[config.mk]
export PLATFORM = sky130hd
export DESIGN_NAME = motor_frame_scheduler
export DESIGN_NICKNAME = d
export VERILOG_FILES = /design/src/rtl/motor_spi_pkg.sv /design/src/rtl/mask_priority_next.sv /design/src/rtl/motor_frame_scheduler.sv
export SDC_FILE = /design/constraint.sdc
export NUM_CORES = 1
export LEC_CHECK = 0
export CAP_MARGIN = 20
export CORE_MARGIN = 8
export CORE_UTILIZATION = 23
export CTS_CLUSTER_DIAMETER = 80
export DETAILED_ROUTE_END_ITERATION = 12
export PLACE_DENSITY = 0.42
export SYNTH_ARGS = -nofsm -noshare
export SYNTH_HDL_FRONTEND = slang
export SYNTH_SLANG_ARGS = --single-unit
export TNS_END_PERCENT = 30
[constraint.sdc]
create_clock -name clock -period 5.9 [get_ports clock]
set_clock_uncertainty 0.1 [all_clocks]
set_input_delay 1.475 -clock clock [delete_from_list [all_inputs] [get_ports clock]]
set_output_delay 1.475 -clock clock [all_outputs]
set_load 0.005 [all_outputs]
[src/rtl/motor_spi_pkg.sv]
// Shared definitions for the motor SPI frame scheduler.
// Holds the scheduler state encoding, the default timing constants and a
// small helper that turns a requested round period into the terminal value
// of the period counter.
package motor_spi_pkg;

  // Scheduler FSM states, in the order a normal frame walks through them.
  typedef enum logic [2:0] {
    IDLE,
    WAIT_PERIOD,
    SELECT,
    START,
    WAIT_ACTIVE,
    WAIT_DONE,
    RELEASE,
    NEXT
  } sched_state_t;

  localparam int DEFAULT_NUM_MOTORS = 6;
  localparam int DEFAULT_SS_SETUP   = 4;
  localparam int DEFAULT_SS_HOLD    = 4;
  localparam int DEFAULT_TIMEOUT    = 4096;

  // Periods of 0 and 1 both mean "a round every cycle", so both map to a
  // terminal count of 0.
  function automatic logic [31:0] period_last(input logic [31:0] period);
    return (period < 32'd2) ? 32'd0 : period - 32'd1;
  endfunction

endpackage

[src/rtl/mask_priority_next.sv]
// Next-motor selector for the frame scheduler.
// Returns the lowest set bit of mask strictly above cur_index, or the lowest
// set bit overall when from_start is high (used at the start of a round).
// Ports:
//   mask        round mask, bit i selects motor i
//   cur_index   index of the motor just serviced
//   from_start  search from index 0 inclusive instead of above cur_index
//   next_index  selected motor index (0 when none_left)
//   none_left   no eligible motor remains
module mask_priority_next
  import motor_spi_pkg::*;
#(
  parameter int NUM_MOTORS = DEFAULT_NUM_MOTORS
) (
  input  logic [NUM_MOTORS-1:0] mask,
  input  logic [7:0]            cur_index,
  input  logic                  from_start,
  output logic [7:0]            next_index,
  output logic                  none_left
);

  // Scan from the top down so the lowest eligible index is the one that
  // survives, giving ascending service order.
  always_comb begin
    next_index = '0;
    none_left  = 1'b1;
    for (int i = NUM_MOTORS - 1; i >= 0; i--) begin
      if (mask[i] && (from_start || (i > int'(cur_index)))) begin
        next_index = 8'(i);
        none_left  = 1'b0;
      end
    end
  end

endmodule

[src/rtl/motor_frame_scheduler.sv]
// Round-robin scheduler sharing one SPI frame engine between several motor
// boards. Every update_period cycles a round starts: the motor mask is
// latched, and each selected motor in ascending order gets its slave select
// driven low, a frame_start pulse, a wait for the engine to finish (with a
// timeout), and a hold time before the select is released.
// Ports:
//   clock, reset_n   system clock, synchronous active-low reset
//   enable           scheduler runs rounds while high
//   motor_mask       motors to include in the next round
//   update_period    cycles between consecutive round starts
//   frame_active     frame engine busy flag
//   error_clear      pulse clearing error_flags and overrun
//   frame_start      pulse starting one engine frame
//   ss_n             active-low slave selects, at most one low
//   motor_index      currently selected motor
//   round_done       pulse at the end of each round
//   error_flags      sticky per-motor timeout flags
//   overrun          sticky, a round outlasted its period
//   busy             high while a round is in progress
module motor_frame_scheduler
  import motor_spi_pkg::*;
#(
  parameter int NUM_MOTORS = DEFAULT_NUM_MOTORS,
  parameter int SS_SETUP   = DEFAULT_SS_SETUP,
  parameter int SS_HOLD    = DEFAULT_SS_HOLD,
  parameter int TIMEOUT    = DEFAULT_TIMEOUT
) (
  input  logic                  clock,
  input  logic                  reset_n,
  input  logic                  enable,
  input  logic [NUM_MOTORS-1:0] motor_mask,
  input  logic [31:0]           update_period,
  input  logic                  frame_active,
  input  logic                  error_clear,
  output logic                  frame_start,
  output logic [NUM_MOTORS-1:0] ss_n,
  output logic [7:0]            motor_index,
  output logic                  round_done,
  output logic [NUM_MOTORS-1:0] error_flags,
  output logic                  overrun,
  output logic                  busy
);

  localparam logic [31:0] SETUP_LAST   = 32'(SS_SETUP - 1);
  localparam logic [31:0] HOLD_LAST    = 32'(SS_HOLD - 1);
  localparam logic [31:0] TIMEOUT_LAST = 32'(TIMEOUT - 1);

  sched_state_t          state;
  logic [31:0]           period_cnt;
  logic [31:0]           phase_cnt;
  logic                  kickoff;
  logic                  late_start;
  logic [NUM_MOTORS-1:0] round_mask;

  logic [NUM_MOTORS-1:0] search_mask;
  logic                  from_start;
  logic [7:0]            next_index;
  logic                  none_left;
  logic                  in_round;
  logic                  period_tick;
  logic                  round_start;
  logic                  timeout_hit;
  logic [NUM_MOTORS-1:0] cur_onehot;
  logic [NUM_MOTORS-1:0] next_onehot;

  assign in_round    = (state != IDLE) && (state != WAIT_PERIOD);
  assign period_tick = (state != IDLE) && (period_cnt == period_last(update_period));

  // A round begins on a period boundary, on the first cycle after leaving
  // IDLE (kickoff), or right after a round that overran its boundary.
  assign round_start = (state == WAIT_PERIOD) && enable &&
                       (kickoff || late_start || period_tick);

  assign timeout_hit = (((state == WAIT_ACTIVE) && !frame_active) ||
                        ((state == WAIT_DONE) && frame_active)) &&
                       (phase_cnt == TIMEOUT_LAST);

  // At round start the live mask is searched from index 0; inside a round
  // the latched mask is searched above the motor just serviced.
  assign search_mask = (state == WAIT_PERIOD) ? motor_mask : round_mask;
  assign from_start  = (state == WAIT_PERIOD);
  assign cur_onehot  = NUM_MOTORS'(1) << motor_index;
  assign next_onehot = NUM_MOTORS'(1) << next_index;

  mask_priority_next #(
    .NUM_MOTORS (NUM_MOTORS)
  ) u_next (
    .mask       (search_mask),
    .cur_index  (motor_index),
    .from_start (from_start),
    .next_index (next_index),
    .none_left  (none_left)
  );

  // Scheduler FSM with all outputs registered alongside the state.
  always_ff @(posedge clock) begin
    if (!reset_n) begin
      state       <= IDLE;
      period_cnt  <= '0;
      phase_cnt   <= '0;
      kickoff     <= 1'b0;
      late_start  <= 1'b0;
      round_mask  <= '0;
      frame_start <= 1'b0;
      ss_n        <= '1;
      motor_index <= '0;
      round_done  <= 1'b0;
      error_flags <= '0;
      overrun     <= 1'b0;
      busy        <= 1'b0;
    end else begin
      frame_start <= 1'b0;
      round_done  <= 1'b0;

      // The kickoff start re-zeroes the counter so the second round starts
      // a full period after the first.
      if (state == IDLE) begin
        period_cnt <= '0;
      end else if (period_tick || (round_start && kickoff)) begin
        period_cnt <= '0;
      end else begin
        period_cnt <= period_cnt + 32'd1;
      end

      // A boundary missed while busy is remembered so the next round starts
      // as soon as the current one finishes.
      if (period_tick && in_round) begin
        overrun    <= 1'b1;
        late_start <= 1'b1;
      end else if (error_clear) begin
        overrun <= 1'b0;
      end

      // A timeout in the same cycle as error_clear still leaves its flag set.
      error_flags <= (error_clear ? '0 : error_flags) |
                     (timeout_hit ? cur_onehot : '0);

      case (state)
        IDLE: begin
          if (enable) begin
            state   <= WAIT_PERIOD;
            kickoff <= 1'b1;
          end
        end

        WAIT_PERIOD: begin
          if (!enable) begin
            state      <= IDLE;
            kickoff    <= 1'b0;
            late_start <= 1'b0;
          end else if (round_start) begin
            kickoff    <= 1'b0;
            late_start <= 1'b0;
            round_mask <= motor_mask;
            if (none_left) begin
              round_done <= 1'b1;
            end else begin
              state       <= SELECT;
              motor_index <= next_index;
              ss_n        <= ~next_onehot;
              phase_cnt   <= '0;
              busy        <= 1'b1;
            end
          end
        end

        SELECT: begin
          if (phase_cnt == SETUP_LAST) begin
            state       <= START;
            frame_start <= 1'b1;
            phase_cnt   <= '0;
          end else begin
            phase_cnt <= phase_cnt + 32'd1;
          end
        end

        START: begin
          state     <= WAIT_ACTIVE;
          phase_cnt <= '0;
        end

        WAIT_ACTIVE: begin
          if (frame_active) begin
            state     <= WAIT_DONE;
            phase_cnt <= '0;
          end else if (timeout_hit) begin
            state     <= RELEASE;
            phase_cnt <= '0;
          end else begin
            phase_cnt <= phase_cnt + 32'd1;
          end
        end

        WAIT_DONE: begin
          if (!frame_active || timeout_hit) begin
            state     <= RELEASE;
            phase_cnt <= '0;
          end else begin
            phase_cnt <= phase_cnt + 32'd1;
          end
        end

        RELEASE: begin
          if (phase_cnt == HOLD_LAST) begin
            state     <= NEXT;
            ss_n      <= '1;
            phase_cnt <= '0;
          end else begin
            phase_cnt <= phase_cnt + 32'd1;
          end
        end

        NEXT: begin
          // Dropping enable skips the remaining motors and ends in IDLE.
          if (!enable || none_left) begin
            round_done <= 1'b1;
            busy       <= 1'b0;
            if (enable) begin
              state <= WAIT_PERIOD;
            end else begin
              state      <= IDLE;
              kickoff    <= 1'b0;
              late_start <= 1'b0;
            end
          end else begin
            state       <= SELECT;
            motor_index <= next_index;
            ss_n        <= ~next_onehot;
            phase_cnt   <= '0;
          end
        end

        default: begin
          state <= IDLE;
        end
      endcase
    end
  end

endmodule

==> impl_metrics.toml <==
[clocking]
cts_tree = "built"
cts_root_buffer = "clkbuf_16"
cts.sinks = 93
post_cts_buffers = 0
clk_pin_slew_ps = 70
clock_latency_ps = 340
cts_max_level = 3
cts-buffers-inserted = 9
cts_resized = 0
cts_max_path_buffers = 2
hold_buffers = 0

[timing]
tightest_slew_ps = 872
finalSetupViolations = 0
hold_viol = 0
setup_ws_ps = 688
final_max_slew_viol_count = 0
min_period_over_period = 0.883
tns_ps = 0
fmax_mhz = 192
slew_headroom = 0.419
rsz0062_at_grt = "no"
min_period_ps = 5210

[placement]
hpwl_um = 15300
gp_congestion = 0.827
port_buffers = 61
pre_cts_ws_ps = 349

[floorplanning]
core_um2 = 26600
row_count = 60
die_w_um = 179
die_y_um = 179
start_util = 0.231
die-area_um2 = 32200
io_pins = 67

[worst_setup_path]
timing.critical_path.buf_inv = 3
cp-start-kind = "input pin"
cp-startpoint = "update_period[0]"
critical-path-max-stage-delay_ps = 530
worstSetupPathType = "in -> reg"
cp-end-kind = "flip-flop"
crit_family = "simple AND/OR/NAND/NOR gates"
crit_chain = "clkdlybuf4s50_1 > inv_1 > ha_1 > nor3b_2 > nand2_1 > or4_1 > and3_1 > or4_4 > a2111oi_4 > nand4b_4 > a21oi_2 > buf_12 > o211a_1 > nor3_1"
critPathMaxFanout = 32
ff2ff_path_depth = 11
crit_path_top_delay_cell = "or4_1"
cp_data_required_time_ps = 6000
regToRegEndpoint = "phase_cnt[19]$_SDFFE_PN0P_"
rr_startpoint = "phase_cnt[0]$_SDFFE_PN0P_"
rrSetupSlack_ps = 2380
cp.arrival_ps = 5310
cp.depth = 14
endpoint = "phase_cnt[5]$_SDFFE_PN0P_"

[detailed_routing]
ant_nets = 0
avgViaCountPerCell = 5.13
drc = 0
vias = 6177
drt-initial-drc-count = 474
wl_per_cell_um = 17.4
drtPass1Iterations = 5
wl_um = 20900

[run_status]
status = "finished, final reports clean"

[job]
max_cap_violations = 0

[grt]
grt_antenna_before_repair = 0
track_usage = 0.127
gr-total-overflow = 0
grt_pass1_wl_um = 33700
grt_max_degree = 39
grt_pass1_vias = 5936

[synth]
synthArstFlopShare = 0
synth-main-ff-cell = "dfxtp_1"
yosys_register_bits = 93
synth_cell_type_count = 72
ys_top_cells_by_area = "dfxtp_1 (30%), nor2_1 (5.9%), nand2_1 (4.6%), nand3_1 (3.7%), a21oi_1 (3.5%)"
synth_top_area_frac = 0.303
postSynthAreaPerCell_um2 = 7.53
synth_edf_count = 0
yosysWarnings = 0
synth_cells = 815
ys_seq_area_frac = 0.303
syn-cell-area_um2 = 6140
synth.largest_area_cell = "dfxtp_1"

[power]
vdd_drop_max_v = 0.000207
power.density_nw_per_um2 = 249
p_leak_uw = 0.00237

[finish]
drive_above_1_share = 0.0754
final_common_cell = "nor2_1"
finalNetCount = 904
n_antenna_cell = 0
multi_input_area_um2 = 3980
ff_latch_area_um2 = 1860
final.fill_count = 2947
layout_common_cells = "nor2_1 (96), dfxtp_1 (93), nand2_1 (75)"
syn2layout_area_growth_pct = 20.9

[worst_hold_path]
hold_path_class = "reg -> reg"
## stage by stage
stage	utilization	instances	total power [uW]	instance area [um2]	hold slack, ps
5_1_grt	0.279	1203	1970	7420	408
6_report	0.279	1203	1850	7420	369
3_5_place_dp	0.269	1188	1300	7140	358
2_1_floorplan	-	819	1090	6160	333
3_3_place_gp	0.269	1188	1300	7140	361
4_1_cts	0.279	1203	1880	7420	375
## sequential cells by signal, indices dropped and copies added, names as in the netlist
name         flops
round_mask       5
state            3
frame_start      1
error_flags      6
ss_n             6
phase_cnt       32
busy             1
overrun          1
motor_index      3
late_start       1
period_cnt      32
round_done       1
kickoff          1
## cell usage after synthesis (4+ instances only)
| cell | n |
|---|---|
| a211oi_1 | 6 |
| a21oi_1 | 43 |
| a22oi_1 | 4 |
| a311oi_1 | 14 |
| a31oi_1 | 22 |
| a32oi_1 | 4 |
| and2_1 | 6 |
| and3_1 | 18 |
| and4_1 | 4 |
| buf_2 | 9 |
| buf_4 | 6 |
| clkbuf_1 | 34 |
| dfxtp_1 | 93 |
| inv_1 | 22 |
| mux2_2 | 4 |
| mux2i_1 | 8 |
| nand2_1 | 75 |
| nand2b_1 | 10 |
| nand3_1 | 45 |
| nand4_1 | 20 |
| nor2_1 | 96 |
| nor2b_1 | 9 |
| nor3_1 | 29 |
| nor3b_1 | 4 |
| nor4_1 | 29 |
| o211a_1 | 4 |
| o21ai_0 | 39 |
| o31ai_1 | 13 |
| o32a_1 | 4 |
| o41ai_1 | 4 |
| or2_2 | 8 |
| or3_1 | 8 |
| or4_1 | 13 |
| xnor2_1 | 24 |
| xor2_1 | 23 |
## cells by family after synthesis
kind of cell / share of synthesized area
AO/OA/AOI/OAI: 0.210
XOR/XNOR: 0.0670
adder cells (fa/ha/maj): 0.00611
buffers and inverters: 0.0513
flip-flops: 0.303
multiplexers: 0.0204
other: 0.000611
AND/OR/NAND/NOR: 0.341
## routing by layer
layer / wire length (um) / track usage
met1: 10200 / 0.173
met2: 9210 / 0.197
met3: 928 / 0.0216
met4: 599 / 0.0514
met5: 0 / 0
## report_power, final
group | internal [uW] | switching [uW]
clock network | 318 | 252
logic | 220 | 378
registers | 651 | 34.4
## final cells by class
class	count	area share
inverter	23	0.0116
tap	341	0.0575
sequential	93	0.251
multi-input combinational	651	0.537
clock buffer	12	0.0359
timing repair buffer	80	0.105
clock inverter	3	0.00270
## worst min path at each step
| stage | from | endpoint | cells after the start |
|---|---|---|---|
| 6_report | error_flags[5]$_SDFF_PN0_ | error_flags[5]$_SDFF_PN0_ | 2 |
| 5_1_grt | error_flags[5]$_SDFF_PN0_ | error_flags[5]$_SDFF_PN0_ | 2 |
| 4_1_cts | error_flags[5]$_SDFF_PN0_ | error_flags[5]$_SDFF_PN0_ | 2 |
| 3_5_place_dp | error_flags[5]$_SDFF_PN0_ | error_flags[5]$_SDFF_PN0_ | 2 |
| 3_3_place_gp | error_flags[5]$_SDFF_PN0_ | error_flags[5]$_SDFF_PN0_ | 2 |
| 2_1_floorplan | phase_cnt[31]$_SDFFE_PN0P_ | phase_cnt[31]$_SDFFE_PN0P_ | 1 |
## tightest hold or removal path: stages (launching register included)
cell     delay (ps)
dfxtp_1         310
nand2_1          60
a21oi_1          50
Note: power is estimated with default switching activity, not from simulation.
